[config.mk]
export PLATFORM = sky130hd
export DESIGN_NAME = mult_arbiter
export DESIGN_NICKNAME = d
export VERILOG_FILES = /design/src/rtl/mult_arbiter.sv
export SDC_FILE = /design/constraint.sdc
export NUM_CORES = 1
export LEC_CHECK = 0
export CORE_MARGIN = 3
export CORE_UTILIZATION = 42
export CTS_CLUSTER_DIAMETER = 100
export CTS_CLUSTER_SIZE = 28
export DETAILED_ROUTE_END_ITERATION = 6
export GPL_ROUTABILITY_DRIVEN = 0
export PLACE_DENSITY = 0.79
export SYNTH_ARGS = -nofsm -noshare
export SYNTH_HDL_FRONTEND = slang
export SYNTH_SLANG_ARGS = --single-unit
[constraint.sdc]
create_clock -name i_clk -period 2.3 [get_ports i_clk]
set_input_delay 0.23 -clock i_clk [delete_from_list [all_inputs] [get_ports i_clk]]
set_output_delay 0.23 -clock i_clk [all_outputs]
set_load 0.05 [all_outputs]
[src/rtl/mult_arbiter.sv]
// -----------------------------------------------------------------------------
// mult_arbiter
//
// Purpose:
//    Shares one fully pipelined mult_line multiplier among NREQ requesters.
//    A round-robin arbiter grants at most one operand pair per cycle. A tag
//    pipeline travels alongside each operation so that the product is
//    returned to the requester that issued it. Responses come back in issue
//    order and have no backpressure.
//
// Optional feature (compile-time macro MULT_ARB_TAG_CHECK_EN):
//    defined   : o_err is set (sticky until i_rst) whenever i_mul_valid
//                disagrees with the last tag stage valid bit; a mul_valid
//                without a matching tag produces no response.
//    undefined : o_err is tied low; responses are gated by i_mul_valid alone
//                and use whatever id sits in the last tag stage.
//
// Ports:
//    i_clk        clock, all logic on the rising edge
//    i_rst        synchronous active-high reset
//    i_en         arbitration enable; low blocks new grants
//    i_req_valid  per-requester request valid
//    i_req_a      packed operand a, requester i at [i*MULTLEN_1 +: MULTLEN_1]
//    i_req_b      packed operand b, requester i at [i*MULTLEN_2 +: MULTLEN_2]
//    o_req_ready  one-hot grant (combinational)
//    o_mul_rdy    to multiplier rdy
//    o_mul_a      to multiplier mult_1
//    o_mul_b      to multiplier mult_2
//    i_mul_dout   from multiplier dout
//    i_mul_valid  from multiplier valid
//    o_rsp_valid  one-hot response strobe, one cycle
//    o_rsp_id     index of the responding requester
//    o_rsp_data   unsigned full-width product
//    o_err        sticky tag-mismatch flag
// -----------------------------------------------------------------------------
module mult_arbiter #(
   parameter int NREQ      = 4,
   parameter int MULTLEN_1 = 8,
   parameter int MULTLEN_2 = 8,
   parameter int MUL_LAT   = 8
) (
   input  logic                           i_clk,
   input  logic                           i_rst,
   input  logic                           i_en,
   input  logic [NREQ-1:0]                i_req_valid,
   input  logic [NREQ*MULTLEN_1-1:0]      i_req_a,
   input  logic [NREQ*MULTLEN_2-1:0]      i_req_b,
   output logic [NREQ-1:0]                o_req_ready,
   output logic                           o_mul_rdy,
   output logic [MULTLEN_1-1:0]           o_mul_a,
   output logic [MULTLEN_2-1:0]           o_mul_b,
   input  logic [MULTLEN_1+MULTLEN_2-1:0] i_mul_dout,
   input  logic                           i_mul_valid,
   output logic [NREQ-1:0]                o_rsp_valid,
   output logic [$clog2(NREQ)-1:0]        o_rsp_id,
   output logic [MULTLEN_1+MULTLEN_2-1:0] o_rsp_data,
   output logic                           o_err
);

   localparam int IDW = $clog2(NREQ);
   localparam int PW  = MULTLEN_1 + MULTLEN_2;
   localparam logic [IDW-1:0] LAST_IDX = IDW'(NREQ - 1);

   // ---------------------------------------------------------------------------
   // Declarations
   // ---------------------------------------------------------------------------
   logic [IDW-1:0]       r_last_grant;
   logic                 r_mul_rdy;
   logic [MULTLEN_1-1:0] r_mul_a;
   logic [MULTLEN_2-1:0] r_mul_b;
   logic [NREQ-1:0]      r_rsp_valid;
   logic [IDW-1:0]       r_rsp_id;
   logic [PW-1:0]        r_rsp_data;
   logic                 r_err;

   // Stage 0 is loaded together with the issue register, so stage k holds the
   // operation k cycles after mul_rdy went high; stage MUL_LAT lines up with
   // the multiplier's mul_valid for that operation.
   logic                 r_tag_vld [0:MUL_LAT];
   logic [IDW-1:0]       r_tag_id  [0:MUL_LAT];

   logic                 w_grant_found;
   logic [IDW-1:0]       w_grant_idx;
   logic [NREQ-1:0]      w_grant_oh;
   logic [MULTLEN_1-1:0] w_sel_a;
   logic [MULTLEN_2-1:0] w_sel_b;
   logic                 w_accept;
   logic                 w_rsp_fire;
   logic                 w_tag_mismatch;

   // ---------------------------------------------------------------------------
   // Helpers
   // ---------------------------------------------------------------------------
   function automatic logic [NREQ-1:0] f_onehot(input logic [IDW-1:0] id);
      logic [NREQ-1:0] v_oh;
      v_oh = '0;
      for (int i = 0; i < NREQ; i++) begin
         v_oh[i] = (IDW'(i) == id);
      end
      return v_oh;
   endfunction

   // ---------------------------------------------------------------------------
   // Arbitration
   // ---------------------------------------------------------------------------
   // Round-robin search: first look above the last grant, then wrap to the bottom.
   always_comb begin
      w_grant_found = 1'b0;
      w_grant_idx   = '0;
      w_grant_oh    = '0;
      w_sel_a       = '0;
      w_sel_b       = '0;
      for (int i = 0; i < NREQ; i++) begin
         if (!w_grant_found && i_req_valid[i] && (IDW'(i) > r_last_grant)) begin
            w_grant_found = 1'b1;
            w_grant_idx   = IDW'(i);
            w_grant_oh[i] = 1'b1;
            w_sel_a       = i_req_a[i*MULTLEN_1 +: MULTLEN_1];
            w_sel_b       = i_req_b[i*MULTLEN_2 +: MULTLEN_2];
         end else begin
            w_grant_found = w_grant_found;
         end
      end
      for (int i = 0; i < NREQ; i++) begin
         if (!w_grant_found && i_req_valid[i]) begin
            w_grant_found = 1'b1;
            w_grant_idx   = IDW'(i);
            w_grant_oh[i] = 1'b1;
            w_sel_a       = i_req_a[i*MULTLEN_1 +: MULTLEN_1];
            w_sel_b       = i_req_b[i*MULTLEN_2 +: MULTLEN_2];
         end else begin
            w_grant_found = w_grant_found;
         end
      end
   end

   // A grant is only visible (and only counts as an accept) when enabled and out of reset.
   assign w_accept    = w_grant_found & i_en & ~i_rst;
   assign o_req_ready = w_accept ? w_grant_oh : {NREQ{1'b0}};

   // ---------------------------------------------------------------------------
   // Issue register and round-robin pointer
   // ---------------------------------------------------------------------------
   // Launch the granted operands toward the multiplier and remember the winner.
   always_ff @(posedge i_clk) begin
      if (i_rst) begin
         r_mul_rdy    <= 1'b0;
         r_mul_a      <= '0;
         r_mul_b      <= '0;
         r_last_grant <= LAST_IDX;
      end else if (w_accept) begin
         r_mul_rdy    <= 1'b1;
         r_mul_a      <= w_sel_a;
         r_mul_b      <= w_sel_b;
         r_last_grant <= w_grant_idx;
      end else begin
         r_mul_rdy    <= 1'b0;
      end
   end

   // ---------------------------------------------------------------------------
   // Tag pipeline
   // ---------------------------------------------------------------------------
   // Shift requester ids alongside the multiplier; it never stalls so neither do we.
   always_ff @(posedge i_clk) begin
      if (i_rst) begin
         for (int k = 0; k <= MUL_LAT; k++) begin
            r_tag_vld[k] <= 1'b0;
            r_tag_id[k]  <= '0;
         end
      end else begin
         r_tag_vld[0] <= w_accept;
         r_tag_id[0]  <= w_accept ? w_grant_idx : r_tag_id[0];
         for (int k = 1; k <= MUL_LAT; k++) begin
            r_tag_vld[k] <= r_tag_vld[k-1];
            r_tag_id[k]  <= r_tag_id[k-1];
         end
      end
   end

   // ---------------------------------------------------------------------------
   // Response qualification
   // ---------------------------------------------------------------------------
`ifdef MULT_ARB_TAG_CHECK_EN
   // Only a result that the tag pipe expects is reported; any disagreement is an error.
   assign w_rsp_fire     = i_mul_valid & r_tag_vld[MUL_LAT];
   assign w_tag_mismatch = i_mul_valid ^ r_tag_vld[MUL_LAT];
`else
   assign w_rsp_fire     = i_mul_valid;
   assign w_tag_mismatch = 1'b0;
`endif

   // Register the returning product and route it to the issuing requester.
   always_ff @(posedge i_clk) begin
      if (i_rst) begin
         r_rsp_valid <= '0;
         r_rsp_id    <= '0;
         r_rsp_data  <= '0;
      end else if (w_rsp_fire) begin
         r_rsp_valid <= f_onehot(r_tag_id[MUL_LAT]);
         r_rsp_id    <= r_tag_id[MUL_LAT];
         r_rsp_data  <= i_mul_dout;
      end else begin
         r_rsp_valid <= '0;
      end
   end

   // Sticky tag-mismatch flag, cleared only by reset.
   always_ff @(posedge i_clk) begin
      if (i_rst) begin
         r_err <= 1'b0;
      end else begin
         r_err <= r_err | w_tag_mismatch;
      end
   end

   assign o_mul_rdy   = r_mul_rdy;
   assign o_mul_a     = r_mul_a;
   assign o_mul_b     = r_mul_b;
   assign o_rsp_valid = r_rsp_valid;
   assign o_rsp_id    = r_rsp_id;
   assign o_rsp_data  = r_rsp_data;
   assign o_err       = r_err;

endmodule

==> results of run 1 <==
final cells by class:
cell class | count | area (um^2) | area share [%]
multi-input combinational | 250 | 1541 | 33.82
clock buffer | 10 | 137.6 | 3.019
inverter | 5 | 18.77 | 0.4117
sequential | 59 | 1181 | 25.91
timing repair buffer | 151 | 1494 | 32.78
tap | 77 | 96.34 | 2.114
clock inverter | 6 | 88.84 | 1.949
metrics by stage:
stage / hold WS (ps) / setup slack (ps) / util (%) / power [mW]
2_1_floorplan: 377.6 / 118.1 / - / 1.574
3_3_place_gp: 421.0 / 103.0 / 66.69 / 1.907
3_5_place_dp: 425.9 / -22.59 / 66.69 / 1.924
4_1_cts: 353.9 / 97.19 / 70.18 / 2.989
5_1_grt: 423.4 / 48.19 / 70.18 / 3.106
6_report: 377.9 / 92.17 / 70.18 / 2.981
per-layer routing:
| metal | track usage (%) | part of all wire, % | up-vias | wire length (um) |
|---|---|---|---|---|
| li1 | - | - | 1537 | - |
| met1 | 28.85 | 39 | 1551 | 3679 |
| met2 | 41.03 | 47 | 233 | 4456 |
| met3 | 7.914 | 12 | 18 | 1152 |
| met4 | 11.81 | 2.1 | 0 | 196 |
| met5 | 0 | 0 | - | 0 |
synthesized netlist by cell type, types with 2 or more instances:
master | n | share of area, %
or2_2 | 2 | 0.43
buf_2 | 5 | 0.87
a211oi_1 | 27 | 7.0
mux2i_1 | 17 | 5.9
a31oi_1 | 2 | 0.43
nor3_1 | 4 | 0.70
nand2b_1 | 6 | 1.3
and2_1 | 3 | 0.65
nor2b_1 | 18 | 3.9
nand3_1 | 17 | 3.0
clkbuf_1 | 23 | 3.0
nand2_1 | 36 | 4.7
dfxtp_1 | 59 | 41
o21ai_0 | 18 | 3.1
nor2_1 | 26 | 3.4
buf_4 | 2 | 0.52
buf_1 | 2 | 0.26
a21oi_1 | 29 | 5.0
o221ai_1 | 5 | 1.5
o22ai_1 | 11 | 2.4
and3_1 | 2 | 0.43
a222oi_1 | 15 | 5.2
inv_1 | 5 | 0.65
power by group:
part	internal [mW]	total, mW	switching, mW
Combinational	0.359	0.796	0.438
Clock	0.639	1.07	0.431
Sequential	1.08	1.12	0.0377
worst max-delay path, stage by stage, from the launching register on:
cell,delay (ps)
dfxtp_1,360
or3b_4,400
a311oi_4,400
a21oi_1,140
nor2_2,190
buf_12,160
sequential cells by signal, indices dropped and copies added, names as in the netlist:
name / count
o_rsp_data: 16
o_mul_b: 8
o_mul_rdy: 1
r_tag_id: 18
r_last_grant: 2
o_mul_a: 8
o_rsp_valid: 4
o_rsp_id: 2
path summary, 6_finish.rpt:
path | startpoint | endpoint | slack (ps)
setup / recovery | r_last_grant[0] | o_req_ready[1] | 90
hold / removal | i_rst | r_last_grant[1] | 380
setup reg to reg | r_last_grant[0] | o_mul_a[6] | 370
hold reg to reg | r_tag_id[7][0] | r_tag_id[8][0] | 440
cell families after synthesis:
family	share of synthesized area [%]
AO/OA/AOI/OAI	27.93
AND/OR/NAND/NOR	19.33
other	0.1302
flip-flops	41.01
buffers and inverters	5.690
multiplexers	5.908
==> impl_metrics.yaml, run 1 <==
status:
  status: "finished, final reports clean"
clock_tree:
  htreeDepth: 3
  post_cts_resized: 0
  clock_latency_ps: 330
  hold_buffers: 0
  cts_tree: "done"
  cts_sinks: 59
  cts_root_buffer: "clkbuf_8"
  clk_pin_slew_worst_paths_ps: 70
  cts_made_buffers: 9
  cts_setup_buffers: 0
  clockBufferDepth: 2
cells_and_area:
  most-common-layout-cells: "125 x clkdlybuf4s50_1, 59 x dfxtp_1, 36 x nand2_1, 29 x a21oi_1, 27 x a211oi_1"
  areaGrowthSynthToFinish_pct: 58.25
  final_nets: 564
  antennaDiodeCount: 0
  drive_gt1_share_pct: 10.40
  final_common_cell: "clkdlybuf4s50_1"
  finalInstanceArea_um2: 4558
  nFillCells: 513
  layoutNonFillerInstCount: 558
logic_synthesis:
  synth_ff_type: "dfxtp_1"
  synthCells: 347
  synth.distinct_cells: 36
  ys_ff_latch: 59
  yosysSeqAreaShare_pct: 41.01
  syn_avg_cell_area_um2: 8.300
  yosysWarnings: 0
  synth_area_um2: 2880
  synth_edf_count: 0
  synth_nets: 435
  async_flop_share_pct: 0
grt:
  grt_pass1_wl_mm: 15.38
  grt_pass1_vias: 3369
  grt_max_degree: 50
  antenna_found_initial: 0
  grt-ovfl-total: 0
  grt_usage_pct: 24.76
min_path:
  hold_path_depth: 3
  hold_class: "in -> reg"
route:
  drc: 0
  drtIter0Drc: 224
  via_per_inst: 5.984
  drt_wl_total_mm: 9.485
  drt-wirelength-per-cell_um: 17.00
  vias: 3339
  dr.pass1.iters: 5
  final_antenna_net_count: 0
sta:
  rsz0062_at_grt: "false"
  worstMarginPinSlew_ps: 671.8
  slew-limit-headroom_pct: 55.21
  setup_tns_ps: 0
  max_freq_mhz: 452.9
  setup_viol: 0
  slew_violations: 0
  finalHoldViolations: 0
  timing.final.crit_share_pct: 95.99
  fin_skew_ps: 10.26
  period_needed_ps: 2208
worst_setup_path:
  path_class: "reg -> out"
  start_kind: "flip-flop"
  path_max_fanout: 4
  crit_arrival_ps: 1980
  cp-end-kind: "output pin"
  reg2regPathDepth: 6
  crit_required_ps: 2070
die:
  die_area_um2: 7887
  die_w_um: 88.81
  initial_core_util_pct: 44.35
  core_um2: 6495
  die_height_um: 88.81
  rows: 29
  io_pins: 132
power_and_ir_drop:
  leakage_nw: 1.719
  vdd_drop_max_mv: 0.3844
  power.density_nw_per_um2: 654.0
placement:
  placed_cells: 542
  port_buffers: 130
  dp_hpwl_mm: 6.859
  dpl_cell_area_um2: 4332
flow_run:
  maxCapViolations: 0
No activity file was read; power rests on OpenSTA's default activity.
==> run 2: changes to the inputs <==
- MAX_ROUTING_LAYER: unset -> met4
==> run 2 against run 1 <==
Final area unchanged. Cell count unchanged. Sequential share of layout area unchanged. Critical endpoint unchanged. Sequential cell count unchanged. Die area unchanged. Routed wire length up 1.0%. Sequential power about the same.
==> impl_metrics.yaml, run 2 (synthesis results as in run 1) <==
worst_setup_path:
  crit_buf_inv: 1
  critical_path.startpoint: "r_last_grant[0]"
  path_max_fanout: 4
  slowest_delay_ps: 400
  path_class: "reg -> out"
  path_cells: "or3b_4, a311oi_4, a21oi_1, nor2_2, buf_12"
  critical_path.slowest_cell: "or3b_4"
  crit_end: "o_req_ready[1]"
  cp-end-kind: "output pin"
  critPathTopFamily: "simple AND/OR/NAND/NOR gates"
  cp.depth: 5
  r2r_end: "o_mul_a[6]"
  crit_required_ps: 2070
  reg2reg_slack_ps: 370
  start_kind: "flip-flop"
  crit_arrival_ps: 1980
  rr_startpoint: "r_last_grant[0]"
  reg2regPathDepth: 6
placement:
  dp_slack_ps: -22.59
  dpl_cell_area_um2: 4332
  dp_hpwl_mm: 6.859
  port_buffers: 130
die:
  initial_core_util_pct: 44.35
  die_height_um: 88.81
  core_um2: 6495
  die_area_um2: 7887
  die_w_um: 88.81
  io_pins: 132
  rows: 29
cells_and_area:
  final_nets: 564
  largest_register_ff_count: 18
  finalInstanceArea_um2: 4558
  antennaDiodeCount: 0
  drive_gt1_share_pct: 10.40
  most-common-layout-cells: "125 x clkdlybuf4s50_1, 59 x dfxtp_1, 36 x nand2_1, 29 x a21oi_1, 27 x a211oi_1"
  fin_util_pct: 70.18
  areaGrowthSynthToFinish_pct: 58.25
  largest_register: "r_tag_id"
  final_common_cell: "clkdlybuf4s50_1"
power_and_ir_drop:
  vdd_drop_max_mv: 0.3836
  power.density_nw_per_um2: 654.6
  power_mw: 2.984
  leakage_nw: 1.719
sta:
  fin_hold_ws_ps: 373.4
  rsz0062_at_grt: "false"
  timing.final.ws_setup_ps: 90.35
  worstMarginPinSlew_ps: 681.0
  max_freq_mhz: 452.6
  fin_skew_ps: 11.41
  slew_violations: 0
  slew-limit-headroom_pct: 54.60
  timing.final.crit_share_pct: 96.07
  setup_viol: 0
  period_needed_ps: 2210
  finalHoldViolations: 0
grt:
  antenna_found_initial: 0
  grt_max_degree: 50
  grt_pass1_wl_mm: 15.38
  grt-ovfl-total: 0
  grt_pass1_vias: 3363
  grt_usage_pct: 25.57
route:
  final_antenna_net_count: 0
  via_per_inst: 6.022
  dr.pass1.iters: 5
  drt_wl_total_mm: 9.580
  drt-wirelength-per-cell_um: 17.17
  vias: 3360
  drc: 0
  drtIter0Drc: 244
clock_tree:
  post_cts_resized: 0
  cts_setup_buffers: 0
  cts_sinks: 59
  htreeDepth: 3
  clock_latency_ps: 330
  cts_root_buffer: "clkbuf_8"
  clk_pin_slew_worst_paths_ps: 70
  hold_buffers: 0
  cts_tree: "done"
  cts_made_buffers: 9
  clockBufferDepth: 2
status:
  status: "finished, final reports clean"
min_path:
  hold_class: "in -> reg"
flow_run:
  maxCapViolations: 0
[run 2: cell counts in the layout (fill, tap and decap cells not counted)]
Identical to the previous run, type by type.
[run 2: per-layer routing]
layer  routed length (um)  vias to the layer above  track usage (%)  part of all wire, %
li1                     -                     1544                -                    -
met1                 3860                     1559            29.59                   40
met4                  233                        0            11.40                  2.4
met2                 4480                      231            41.09                   47
met3                 1006                       26            7.169                   11
met5                    0                        -                -                    0
[run 2: power by group]
| group | leakage, nW | internal, mW | switching [mW] |
|---|---|---|---|
| combinational | 1.13 | 0.359 | 0.439 |
| clock | 0.108 | 0.639 | 0.432 |
| sequential | 0.483 | 1.08 | 0.0377 |
| total | 1.72 | 2.08 | 0.909 |
[run 2: area by class of cell]
type                    count  area, um^2
multi-input cells         250        1541
fillers                   513        1937
clock buffers              10       137.6
flip-flops and latches     59        1181
clock inverters             6       88.84
repair buffers            151        1494
inverters                   5       18.77
well taps                  77       96.34
[run 2: how the worst min path moves through the flow]
stage | startpoint | endpoint | cells past startpoint
4_1_cts | i_rst | r_last_grant[1] | 3
6_report | i_rst | r_last_grant[1] | 3
3_5_place_dp | r_tag_id[2][1] | r_tag_id[3][1] | 1
3_3_place_gp | r_tag_id[3][0] | r_tag_id[4][0] | 1
5_1_grt | i_rst | o_mul_b[4] | 4
2_1_floorplan | i_mul_dout[0] | o_rsp_data[0] | 2
[run 2: worst register-to-register path, delay by kind of cell, from the launching register on]
family                 cells  cell delay, ps
DFF                        1             360
AOI/OAI and AO/OA          3             590
and+or+nand+nor            2             680
buffers and inverters      1             180
[run 2: metrics by stage]
step,setup TNS [ps],std cells
after floorplan,0,347
after global placement,0,542
after detailed placement,-22.59,542
after CTS,0,558
after global routing,0,558
final,0,558
